`src/rtl/sensor_capture_seq_pkg.sv`:
```
// Shared definitions for the line-sensor capture sequencer: state encoding,
// width helpers and the default geometry used by the pixel RAM and host decoder.
package sensor_capture_seq_pkg;

    typedef enum logic [1:0] {
        S_IDLE   = 2'd0,
        S_EXPOSE = 2'd1,
        S_DELAY  = 2'd2,
        S_READ   = 2'd3
    } state_t;

    localparam int DEF_PIX_COUNT = 512;
    localparam int DEF_ADDR_W    = 9;
    localparam int DEF_DELAY     = 15;

    // Number of bits needed to hold values 0..value-1.
    function automatic int clog2(input int value);
        int width;
        width = 0;
        while ((1 << width) < value) begin
            width = width + 1;
        end
        return width;
    endfunction

    function automatic int max3(input int a, input int b, input int c);
        int m;
        m = a;
        if (b > m) m = b;
        if (c > m) m = c;
        return m;
    endfunction

endpackage

```
`src/rtl/sensor_phase_timer.sv`:
```
// Loadable down-counter that times one sequencer phase; done is high while
// the count sits at zero, which marks the last clock of the current phase.
module sensor_phase_timer #(
    parameter int W = 16
) (
    input  logic         clk_in,
    input  logic         rst,
    input  logic         load,
    input  logic [W-1:0] load_val,
    output logic         done
);

    logic [W-1:0] count;

    // Load wins over counting; the count parks at zero until the next load.
    always_ff @(posedge clk_in) begin
        if (rst) begin
            count <= '0;
        end else if (load) begin
            count <= load_val;
        end else if (count != '0) begin
            count <= count - W'(1);
        end
    end

    assign done = (count == '0);

endmodule

```
`src/rtl/sensor_capture_seq.sv`:
```
// Line-sensor capture sequencer: exposure gate, readout delay, then one pixel
// address per clock. Supports single-shot and continuous capture, abort and a
// completed-frame counter. Every output comes straight from a flop.
module sensor_capture_seq
    import sensor_capture_seq_pkg::*;
#(
    parameter int PIX_COUNT = DEF_PIX_COUNT,
    parameter int ADDR_W    = DEF_ADDR_W,
    parameter int EXPOS_W   = 16,
    parameter int DELAY     = DEF_DELAY,
    parameter int FRAME_W   = 16
) (
    input  logic               clk_in,
    input  logic               rst,
    input  logic               start_capture,
    input  logic               abort,
    input  logic               cont_mode,
    input  logic [EXPOS_W-1:0] expos_len,
    output logic               sensor_expos,
    output logic               data_valid,
    output logic [ADDR_W-1:0]  data_adress,
    output logic               capture_complete,
    output logic               busy,
    output logic [FRAME_W-1:0] frame_cnt
);

    // One shared phase counter wide enough for exposure, delay and readout.
    localparam int CNT_W = max3(EXPOS_W, clog2(DELAY + 1), ADDR_W);
    localparam logic [CNT_W-1:0] DELAY_LOAD = CNT_W'(DELAY - 1);
    localparam logic [CNT_W-1:0] READ_LOAD  = CNT_W'(PIX_COUNT - 1);

    state_t             state;
    state_t             state_next;
    logic               timer_load;
    logic               timer_done;
    logic [CNT_W-1:0]   timer_val;
    logic [CNT_W-1:0]   expos_load;
    logic [ADDR_W-1:0]  addr_next;
    logic               complete_next;
    logic [FRAME_W-1:0] frame_next;

    // A zero exposure request is treated as one clock, so the load is L-1.
    assign expos_load = (expos_len == '0) ? '0 : CNT_W'(expos_len - EXPOS_W'(1));

    sensor_phase_timer #(
        .W(CNT_W)
    ) u_phase_timer (
        .clk_in   (clk_in),
        .rst      (rst),
        .load     (timer_load),
        .load_val (timer_val),
        .done     (timer_done)
    );

    // Next-state, timer load and counter updates; abort always beats the other transitions.
    always_comb begin
        state_next    = state;
        timer_load    = 1'b0;
        timer_val     = '0;
        addr_next     = '0;
        complete_next = 1'b0;
        frame_next    = frame_cnt;
        case (state)
            S_IDLE: begin
                if (start_capture && !abort) begin
                    state_next = S_EXPOSE;
                    timer_load = 1'b1;
                    timer_val  = expos_load;
                end
            end
            S_EXPOSE: begin
                if (abort) begin
                    state_next = S_IDLE;
                end else if (timer_done) begin
                    state_next = S_DELAY;
                    timer_load = 1'b1;
                    timer_val  = DELAY_LOAD;
                end
            end
            S_DELAY: begin
                if (abort) begin
                    state_next = S_IDLE;
                end else if (timer_done) begin
                    state_next = S_READ;
                    timer_load = 1'b1;
                    timer_val  = READ_LOAD;
                end
            end
            S_READ: begin
                if (abort) begin
                    state_next = S_IDLE;
                end else if (timer_done) begin
                    complete_next = 1'b1;
                    frame_next    = frame_cnt + FRAME_W'(1);
                    if (cont_mode) begin
                        state_next = S_EXPOSE;
                        timer_load = 1'b1;
                        timer_val  = expos_load;
                    end else begin
                        state_next = S_IDLE;
                    end
                end else begin
                    addr_next = data_adress + ADDR_W'(1);
                end
            end
            default: begin
                state_next = S_IDLE;
            end
        endcase
    end

    // State and output registers; outputs are decoded from the next state so they line up with it.
    always_ff @(posedge clk_in) begin
        if (rst) begin
            state            <= S_IDLE;
            sensor_expos     <= 1'b0;
            data_valid       <= 1'b0;
            data_adress      <= '0;
            capture_complete <= 1'b0;
            busy             <= 1'b0;
            frame_cnt        <= '0;
        end else begin
            state            <= state_next;
            sensor_expos     <= (state_next == S_EXPOSE);
            data_valid       <= (state_next == S_READ);
            data_adress      <= addr_next;
            capture_complete <= complete_next;
            busy             <= (state_next != S_IDLE);
            frame_cnt        <= frame_next;
        end
    end

endmodule

```
`config.mk`:
```
export PLATFORM = sky130hd
export DESIGN_NAME = sensor_capture_seq
export DESIGN_NICKNAME = d
export VERILOG_FILES = /design/src/rtl/sensor_capture_seq_pkg.sv /design/src/rtl/sensor_phase_timer.sv /design/src/rtl/sensor_capture_seq.sv
export SDC_FILE = /design/constraint.sdc
export NUM_CORES = 1
export LEC_CHECK = 0
export ABC_CLOCK_PERIOD_IN_PS = 2300
export BUFFER_PORTS_ARGS = -buffer_cell sky130_fd_sc_hd__buf_2
export CAP_MARGIN = 20
export CORE_UTILIZATION = 52
export CTS_BUF_LIST = sky130_fd_sc_hd__clkbuf_2
export DETAILED_ROUTE_END_ITERATION = 6
export PLACE_DENSITY = 0.77
export SLEW_MARGIN = 0
export SYNTH_ARGS = -nofsm -noshare
export SYNTH_HDL_FRONTEND = slang
export SYNTH_SLANG_ARGS = --single-unit
```
`constraint.sdc`:
```
create_clock -name clk_in -period 2.3 [get_ports clk_in]
set_clock_uncertainty 0.2 [all_clocks]
set_input_delay 0.46 -clock clk_in [delete_from_list [all_inputs] [get_ports clk_in]]
set_output_delay 0.46 -clock clk_in [all_outputs]
set_load 0.02 [all_outputs]
```
==> Yosys cells after proc, flatten, opt, wreduce, memory -nomap -nowiden <==
Cells that the tools add are included.
{ "op_classes": {"addsub": 4, "n_eq_ne": 5, "muxes": 28, "n_bitwise": 2, "n_reduce_logical": 12} }
{ "op_table": {"columns": ["operator", "count"], "rows": [
  ["$mux W16", 7],
  ["$pmux W16 S4", 1],
  ["$logic_not A16 Y1", 2],
  ["$sub A16 B1 Y16 const B", 2],
  ["$mux W9", 2],
  ["$add A16 B1 Y16 const B", 1],
  ["$reduce_bool A16 Y1", 1],
  ["$mux W2", 7],
  ["$add A9 B1 Y9 const B", 1],
  ["$mux W4", 2],
  ["$pmux W2 S4", 1],
  ["$mux W1", 7],
  ["$eq A2 B2 Y1 const B", 3],
  ["$eq A2 B1 Y1 const B", 2],
  ["$reduce_bool A2 Y1", 2],
  ["$reduce_or A2 Y1", 2],
  ["$reduce_or A4 Y1", 1],
  ["$pmux W1 S3", 1],
  ["$reduce_and A3 Y1", 1],
  ["$logic_not A2 Y1", 1],
  ["$not A1 Y1", 2],
  ["$logic_and A1 B1 Y1", 1],
  ["$logic_not A1 Y1", 1]
]} }
{ "totals": {"register_bits": 47, "inputBits": 21, "out_inout_bits": 29, "wordCells": 59} }

==> Logic depth before layout (Yosys ltp) <==
Gate-level depths: netlist of the first run.
{ "depth": {"depth_word": 7, "mapped_depth": 9, "mapped_depth_nobuf": 7} }

==> Hierarchy <==
Synthesis of the first run repeated with hierarchy kept, for this count alone.
{ "hier_totals": {"cells_unflattened": 337, "hier_area_um2": 2827.7} }
{ "modules_own_cells": {"columns": ["mod", "instances", "cells_per_inst", "area_each_um2", "seq_area_each_um2"], "rows": [
  ["sensor_capture_seq", 1, 221, 1863.0, 620.6],
  ["sensor_phase_timer", 1, 116, 964.7, 320.3]
]} }

==> Worst setup path after synthesis of the first run <==
OpenSTA, ideal clock, no wires.
{ "synth_timing": {"kind": "input to register", "from": "input expos_len[8]", "to": "register u_phase_timer.count[12]", "arrival_time_ns": 2.134, "path_slack_ns": -0.174, "stages": 5, "path_cell_list": "or4_4 or3_4 or3_2 nand2_1 o32ai_1"} }
{ "synth_between": {"elab_chain_cells": 7, "elab_cells_between_ends": 9, "classes_between": "1 x add/sub; 7 x mux; 1 x reduce/logical"} }
{ "synth_lines": {"columns": ["item", "line_no", "text"], "rows": [
  ["start, declared", "sensor_capture_seq.sv:18", "input logic [EXPOS_W-1:0] expos_len,"],
  ["$sub A16 B1 Y16 or $logic_not A16 Y1 (tied branches)", "sensor_capture_seq.sv:43", "assign expos_load = (expos_len == '0) ? '0 : CNT_W'(expos_len - EXPOS_W'(1));"],
  ["$mux W16 *", "sensor_capture_seq.sv:43", null],
  ["$mux W16", "sensor_capture_seq.sv:95", "if (cont_mode) begin"],
  ["$mux W16", "sensor_capture_seq.sv:92", "end else if (timer_done) begin"],
  ["$mux W16", "sensor_capture_seq.sv:90", "if (abort) begin"],
  ["$pmux W16 S4 *", "sensor_capture_seq.sv:63", "case (state)"],
  ["$mux W16 *", "sensor_phase_timer.sv:19", "end else if (load) begin"],
  ["end signal, assigned", "sensor_phase_timer.sv:20", "count <= load_val;"],
  ["end signal, assigned", "sensor_phase_timer.sv:22", "count <= count - W'(1);"],
  ["end, declared", "sensor_phase_timer.sv:13", "logic [W-1:0] count;"]
]} }
Mark *: on every way between the ends. The rest lies on a longest branch, timed or not.
A chain may end at the register's enable or synchronous reset.

==> Final worst setup path of the first run <==
{ "layout_timing": {"from": "register u_phase_timer.count[0]", "to": "register frame_cnt[15]"} }
{ "layout_between": {"elab_chain_cells": 2} }
{ "layout_lines": {"columns": ["item", "line_no", "text"], "rows": [
  ["$logic_not A16 Y1", "sensor_phase_timer.sv:26", "assign done = (count == '0);"],
  ["$reduce_and A3 Y1 (no line)", null, null],
  ["end signal, assigned", "sensor_capture_seq.sv:129", "frame_cnt <= frame_next;"],
  ["end, declared", "sensor_capture_seq.sv:24", "output logic [FRAME_W-1:0] frame_cnt"]
]} }
No other way between the ends.

==> metrics, run 1 <==
initial core utilization 0.5399; critical path capture point type register; Final Util 0.6710; Worst EP required 2.47 ns; Simple-Gate Fraction of Synth Area 0.3172; worst path buffer plus inverter count 2; Max Clk Rate 450.7 MHz; DP HPWL 5.064 mm; Die Y 74.82 µm; area delta synth->final 24.27%; total power 2879 µW; Gate power share 0.472; vias per cell 5.594; GPL Wtd Cong 0.8706; Primary FF master, synth dfxtp_1; Final nets 452; clock buffer depth 2; GRT Util Overall 0.2555; initial antenna violation count 0; post-synthesis net count 371; Synth Area in XOR/XNOR 0.1175; CP arrival 2.39 ns; clk_lat worst skew 0.41 ns; Core Footprint 0.005107 mm²; crit start category register; Final Cycle Share 0.9646; most common cell in the netlist dfxtp_1; minimum clock period 2.219 ns; Cell Chain, Critical Path inv_1 > ha_1 > nor4b_2 > and4_1 > buf_4 > nand4_1 > or4_1 > o21ai_0; antenna cells 0; first-pass iteration count of the detailed router 5; Clock transition at path regs 0.23 ns; vias in the first global route 2526; Setup violations, final 0; Seq/Total Area, Yosys 0.3412; clock share of power 0.151; Crit Path Class register to register; Synth Area in Adders 0.04083; Max IR drop VDD 0.3686 mV; Post-synth top cells 47 x dfxtp_1, 45 x nor2_1, 26 x nand2_1; Top Ports 50; pwr/cell area 839.9 mW/mm²; Seq pwr share 0.377; Routed WL per cell 13.44 µm; Routed Antenna Nets 0; proportion of synthesized area in mux cells 0.007260; Compound-Gate Fraction of Synth Area 0.1452; Slew @ Worst Pin 0.3496 ns; fin. max-slew vios 0; Max FO, Critical Path 8; switch share 0.3839; Sw Pwr 1105 µW; Die W 74.82 µm; drt drc 0; largest family of logic cells by synthesized area simple AND/OR/NAND/NOR gates; slowest stage delay, CP 0.40 ns; max_cap viols 0; Final Hold Viols 0; Yosys reg bits 47; clock sink total 47; CTS Buf Count 5; DRT Wirelength 6.624 mm; Post-synth EDFFs 0; Crit-path slowest cell or4_1; FFs w/ async S/R, synth 0; share of the synthesized area in the top cell type 0.3412; largest net degree at the start of global routing 27; GRT overflow 0; CP delay by family, top simple AND/OR/NAND/NOR gates; leading area contributor after synthesis dfxtp_1; CTS root buffer clkbuf_2; Rows 26; Die Area 0.005598 mm²; synth warn 0; CTS tree built; drt initial violations 133; first-pass GRT wire length 11.01 mm; layout cells sized above 1 0.2671; status finished, final reports clean; Syn Area/Cell 8.087 µm²; max_slew headroom 0.7652; top cells by area, synth dfxtp_1 34%, nor2_1 6.1%, xor2_1 6.0%; CTS Hold Buffers Added 0; Pint 1774 µW; H-tree levels 2; LEAKAGE 0.001382 µW; Post-Syn Area 0.002758 mm²; PortBufs 49; Cell variety after synth 48; Cells after Synth 341; Hold Crit Class input pin to register; vias 2758; Reg2Reg Setup Slack 0.08 ns
==> state kept, by name, summed over array words and instances (netlist names) <==
name / count
frame_cnt: 16
u_phase_timer.count: 16
data_adress: 9
state: 2
busy: 1
capture_complete: 1
data_valid: 1
sensor_expos: 1
==> power by group through the flow <==
stage          clock, µW  sequential [µW]  combinational (µW)
2_1_floorplan          0             1070                 857
3_3_place_gp           0             1070                1220
3_5_place_dp           0             1080                1240
4_1_cts              443             1060                1260
5_1_grt              465             1100                1510
6_report             435             1080                1360
==> timing repair <==
| item | CTS | global route |
|---|---|---|
| setup endpoints to repair | 0 | 26 |
| resized for setup | 0 | 11 |
| buffers inserted | 0 | 2 |
| hold endpoints to repair | 0 | 0 |
==> per-layer routing <==
layer / global-route usage / part of all wire
met1: 0.3105 / 0.45
met2: 0.4535 / 0.50
met3: 0.04552 / 0.045
met4: 0.08805 / 0.014
met5: 0 / 0
==> stage by stage <==
step           area [µm²]  worst slack [ns]  instances  hold slack, ns  setup TNS (ns)
2_1_floorplan        2765           -0.1495        341          0.3405          -1.115
3_3_place_gp         3298           -0.2454        483          0.2630          -2.169
3_5_place_dp         3298           -0.2695        483          0.2796          -2.428
4_1_cts              3362           0.01680        491          0.1664               0
5_1_grt              3427          -0.06044        493          0.1638         -0.1855
6_report             3427           0.08137        493          0.1756               0
==> final cells by class <==
| class | count | area, µm² |
|---|---|---|
| clock inverters | 3 | 38.79 |
| fillers | 446 | 1680 |
| repair buffers | 82 | 493.0 |
| multi-input cells | 272 | 1787 |
| inverters | 14 | 52.55 |
| clock buffers | 5 | 25.02 |
| flip-flops and latches | 47 | 943.4 |
| well taps | 70 | 87.58 |
==> worst reg2reg max path, stage by stage, from the launching register on <==
cell	delay (ns)
dfxtp_1	0.36
inv_1	0.07
ha_1	0.18
nor4b_2	0.27
and4_1	0.32
buf_4	0.20
nand4_1	0.12
or4_1	0.40
o21ai_0	0.07
==> path summary, 6_finish.rpt <==
check,from,depth (start not counted),to
worst max-delay path,u_phase_timer.count[0]$_SDFFE_PP0P_,8,frame_cnt[15]$_SDFFE_PP0P_
worst min-delay path,expos_len[15],3,u_phase_timer.count[15]$_SDFFE_PP0P_
worst max register to register,u_phase_timer.count[0]$_SDFFE_PP0P_,8,frame_cnt[15]$_SDFFE_PP0P_
worst min register to register,frame_cnt[15]$_SDFFE_PP0P_,2,frame_cnt[15]$_SDFFE_PP0P_
==> logic make-up after synthesis <==
kind of cell               Yosys count
AOI/OAI and AO/OA                   61
xor gates and xnor gates            37
adders and majority gates            9
buffers and inverters               22
DFF                                 47
muxes                                2
and+or+nand+nor                    163
==> placed cells by master (no fill, tap or decap), types with 5 or more instances in the layout <==
cell / count
buf_2: 49
nor2_1: 45
dfxtp_1: 45
buf_4: 33
nand2_1: 25
nand3_1: 19
xor2_1: 19
xnor2_1: 18
a21oi_1: 16
inv_1: 14
o21ai_0: 14
nor3_1: 13
nand4_1: 9
ha_1: 9
and3_1: 6
or4_1: 6
or3_1: 6
o22ai_1: 5
clkbuf_2: 5
(Power assumes the default switching activity.)
==> run 2, diff against run 1 <==
--- a/config.mk
+++ b/config.mk
@@ -8,6 +8,7 @@
 export ABC_CLOCK_PERIOD_IN_PS = 2300
 export BUFFER_PORTS_ARGS = -buffer_cell sky130_fd_sc_hd__buf_2
 export CAP_MARGIN = 20
+export CORE_ASPECT_RATIO = 1.25
 export CORE_UTILIZATION = 52
 export CTS_BUF_LIST = sky130_fd_sc_hd__clkbuf_2
 export DETAILED_ROUTE_END_ITERATION = 6
==> run 2 against run 1 <==
Clock-buffer cell count up 1. Largest cell class unchanged. Clock power down 24%. Sequential cell count unchanged. Wire length up 2.2%. Sequential power about the same. Power down 1.9%. Combinational power up 4%. Core utilization up 0.73 points. Cell count down 0.41%.
==> metrics, run 2 (synthesized netlist as in run 1, its figures left out) <==
total power 2824 µW (-1.9%); antenna cells 0 (unchanged); Crit-path slowest cell or4_1; Max IR drop VDD 0.3667 mV (-0.52%); Core Footprint 0.005080 mm² (-0.54%); first-pass GRT wire length 11.05 mm (+0.37%); Hold Crit Class input pin to register; Regs by FF count frame_cnt (16), u_phase_timer.count (16), data_adress (9); Final Hold Viols 0 (unchanged); Cell Chain, Critical Path inv_1 > ha_1 > nor4b_4 > and4_4 > buf_4 > nand4_1 > or4_1 > o21ai_0; slowest stage delay, CP 0.41 ns (about the same); Rows 29 (+12%); drt initial violations 148 (+11%); final-layout fill cell count 446 (unchanged); Clock transition at path regs 0.22 ns (about the same); status finished, final reports clean; max_cap viols 0 (unchanged); CP arrival 2.37 ns (-0.02 ns); CP delay by family, top simple AND/OR/NAND/NOR gates; Top Ports 50 (unchanged); largest net degree at the start of global routing 27 (unchanged); PortBufs 49 (unchanged); clk_lat worst skew 0.43 ns (+0.02 ns); Die Area 0.005600 mm² (about the same); crit start category register; Max FO, Critical Path 8 (unchanged); GRT Util Overall 0.2508 (-0.004676); minimum clock period 2.201 ns (-0.01771 ns); setup TNS 0 ns (unchanged); GRT overflow 0 (unchanged); critical path capture point type register; CTS tree built; Slew @ Worst Pin 0.4045 ns (+0.05486 ns); Final nets 458 (+1.3%); first-pass iteration count of the detailed router 4 (-1); initial antenna violation count 0 (unchanged); CTS Buf Count 5 (unchanged); vias per cell 5.658 (+1.1%); vias 2778 (+0.73%); commonest non-fill, non-tap cell in the layout buf_2; fin. max-slew vios 0 (unchanged); vias in the first global route 2615 (+3.5%); Layout Cells excl Fill 491 (-0.41%); DP HPWL 5.163 mm (+1.9%); DRT Wirelength 6.767 mm (+2.2%); Routed WL per cell 13.78 µm (+2.6%); initial core utilization 0.5429 (+0.002926); Die W 67.14 µm (-10%); Cell Area, Placed 0.003326 mm² (+0.83%); Routed Antenna Nets 0 (unchanged); Max Clk Rate 454.4 MHz (+0.80%); most frequent cells in the layout 49 x buf_2, 44 x nor2_1, 44 x dfxtp_1, 39 x buf_4, 25 x nand2_1; Die Y 83.42 µm (+11%); Crit Path Class register to register; Setup violations, final 0 (unchanged); Final Cycle Share 0.9569 (-0.007700); drt drc 0 (unchanged); worst hold slack 0.1765 ns (+0.0009320 ns); area delta synth->final 24.95%; clock buffer depth 2 (unchanged); GPL Wtd Cong 0.8286 (-4.8%); pwr/cell area 819.6 mW/mm² (-2.4%); CTS root buffer clkbuf_2; clock sink total 47 (unchanged); worst path buffer plus inverter count 2 (unchanged); Finished Cell Area 0.003446 mm² (+0.55%); max_slew headroom 0.7289 (-0.03629); LEAKAGE 0.001409 µW (+2.0%); layout cells sized above 1 0.2774 (+0.01025); Cells after DPL 480 (-0.62%); Worst EP required 2.47 ns (about the same); H-tree levels 2 (unchanged)
-- run 2: stage by stage --
stage / setup WS (ns) / util
global route: -0.04087 / 0.6783
finish: 0.09908 / 0.6783
detailed placement: -0.2803 / 0.6547
floorplan: -0.1495 / -
global placement: -0.2345 / 0.6547
CTS: 0.008237 / 0.6633
-- run 2: final cells by class --
cell class | count | area [µm²] | share of cell area
multi-input combinational | 272 | 1795 | 0.5211
sequential | 47 | 944.7 | 0.2741
timing repair buffer | 88 | 538.0 | 0.1561
tap | 62 | 77.57 | 0.02251
inverter | 14 | 52.55 | 0.01525
clock buffer | 6 | 30.03 | 0.008715
clock inverter | 2 | 7.507 | 0.002179
-- run 2: final timing paths --
| kind | start | end | slack, ns | cells after the start |
|---|---|---|---|---|
| setup reg to reg | u_phase_timer.count[0]$_SDFFE_PP0P_ | frame_cnt[15]$_SDFFE_PP0P_ | 0.1 | 8 |
| hold reg to reg | frame_cnt[15]$_SDFFE_PP0P_ | frame_cnt[15]$_SDFFE_PP0P_ | 0.31 | 2 |
| hold / removal | expos_len[15] | u_phase_timer.count[15]$_SDFFE_PP0P_ | 0.18 | 3 |
| setup / recovery | u_phase_timer.count[0]$_SDFFE_PP0P_ | frame_cnt[15]$_SDFFE_PP0P_ | 0.1 | 8 |
-- run 2: layer usage --
layer  share of wire  global-route usage  routed length [µm]  vias to the layer above
li1                -                   -                   -                     1410
met1            0.40              0.2723                2740                     1297
met2            0.54              0.4609                3673                       61
met3           0.035             0.04121                 234                       10
met4           0.018             0.09671                 119                        0
met5               0                   0                   0                        -
-- run 2: report_power, final --
part	switching, µW	internal, µW
clock network	256	73.1
registers	143	945
logic	714	693
-- run 2: what timing repair did --
| item | 4_1_cts | 5_1_grt |
|---|---|---|
| hold endpoints to repair | 0 | 0 |
| gates cloned | 0 | 0 |
| resized for setup | 2 | 11 |
| pin swaps | 0 | 2 |
| setup buffers | 0 | 3 |
| hold buffers | 0 | 0 |
| endpoints found under the setup margin | 4 | 22 |
-- run 2: worst reg2reg max path, cell delays in order, from the launching register on --
cell	delay (ns)
dfxtp_1	0.38
inv_1	0.09
ha_1	0.19
nor4b_4	0.22
and4_4	0.30
buf_4	0.17
nand4_1	0.10
or4_1	0.41
o21ai_0	0.08
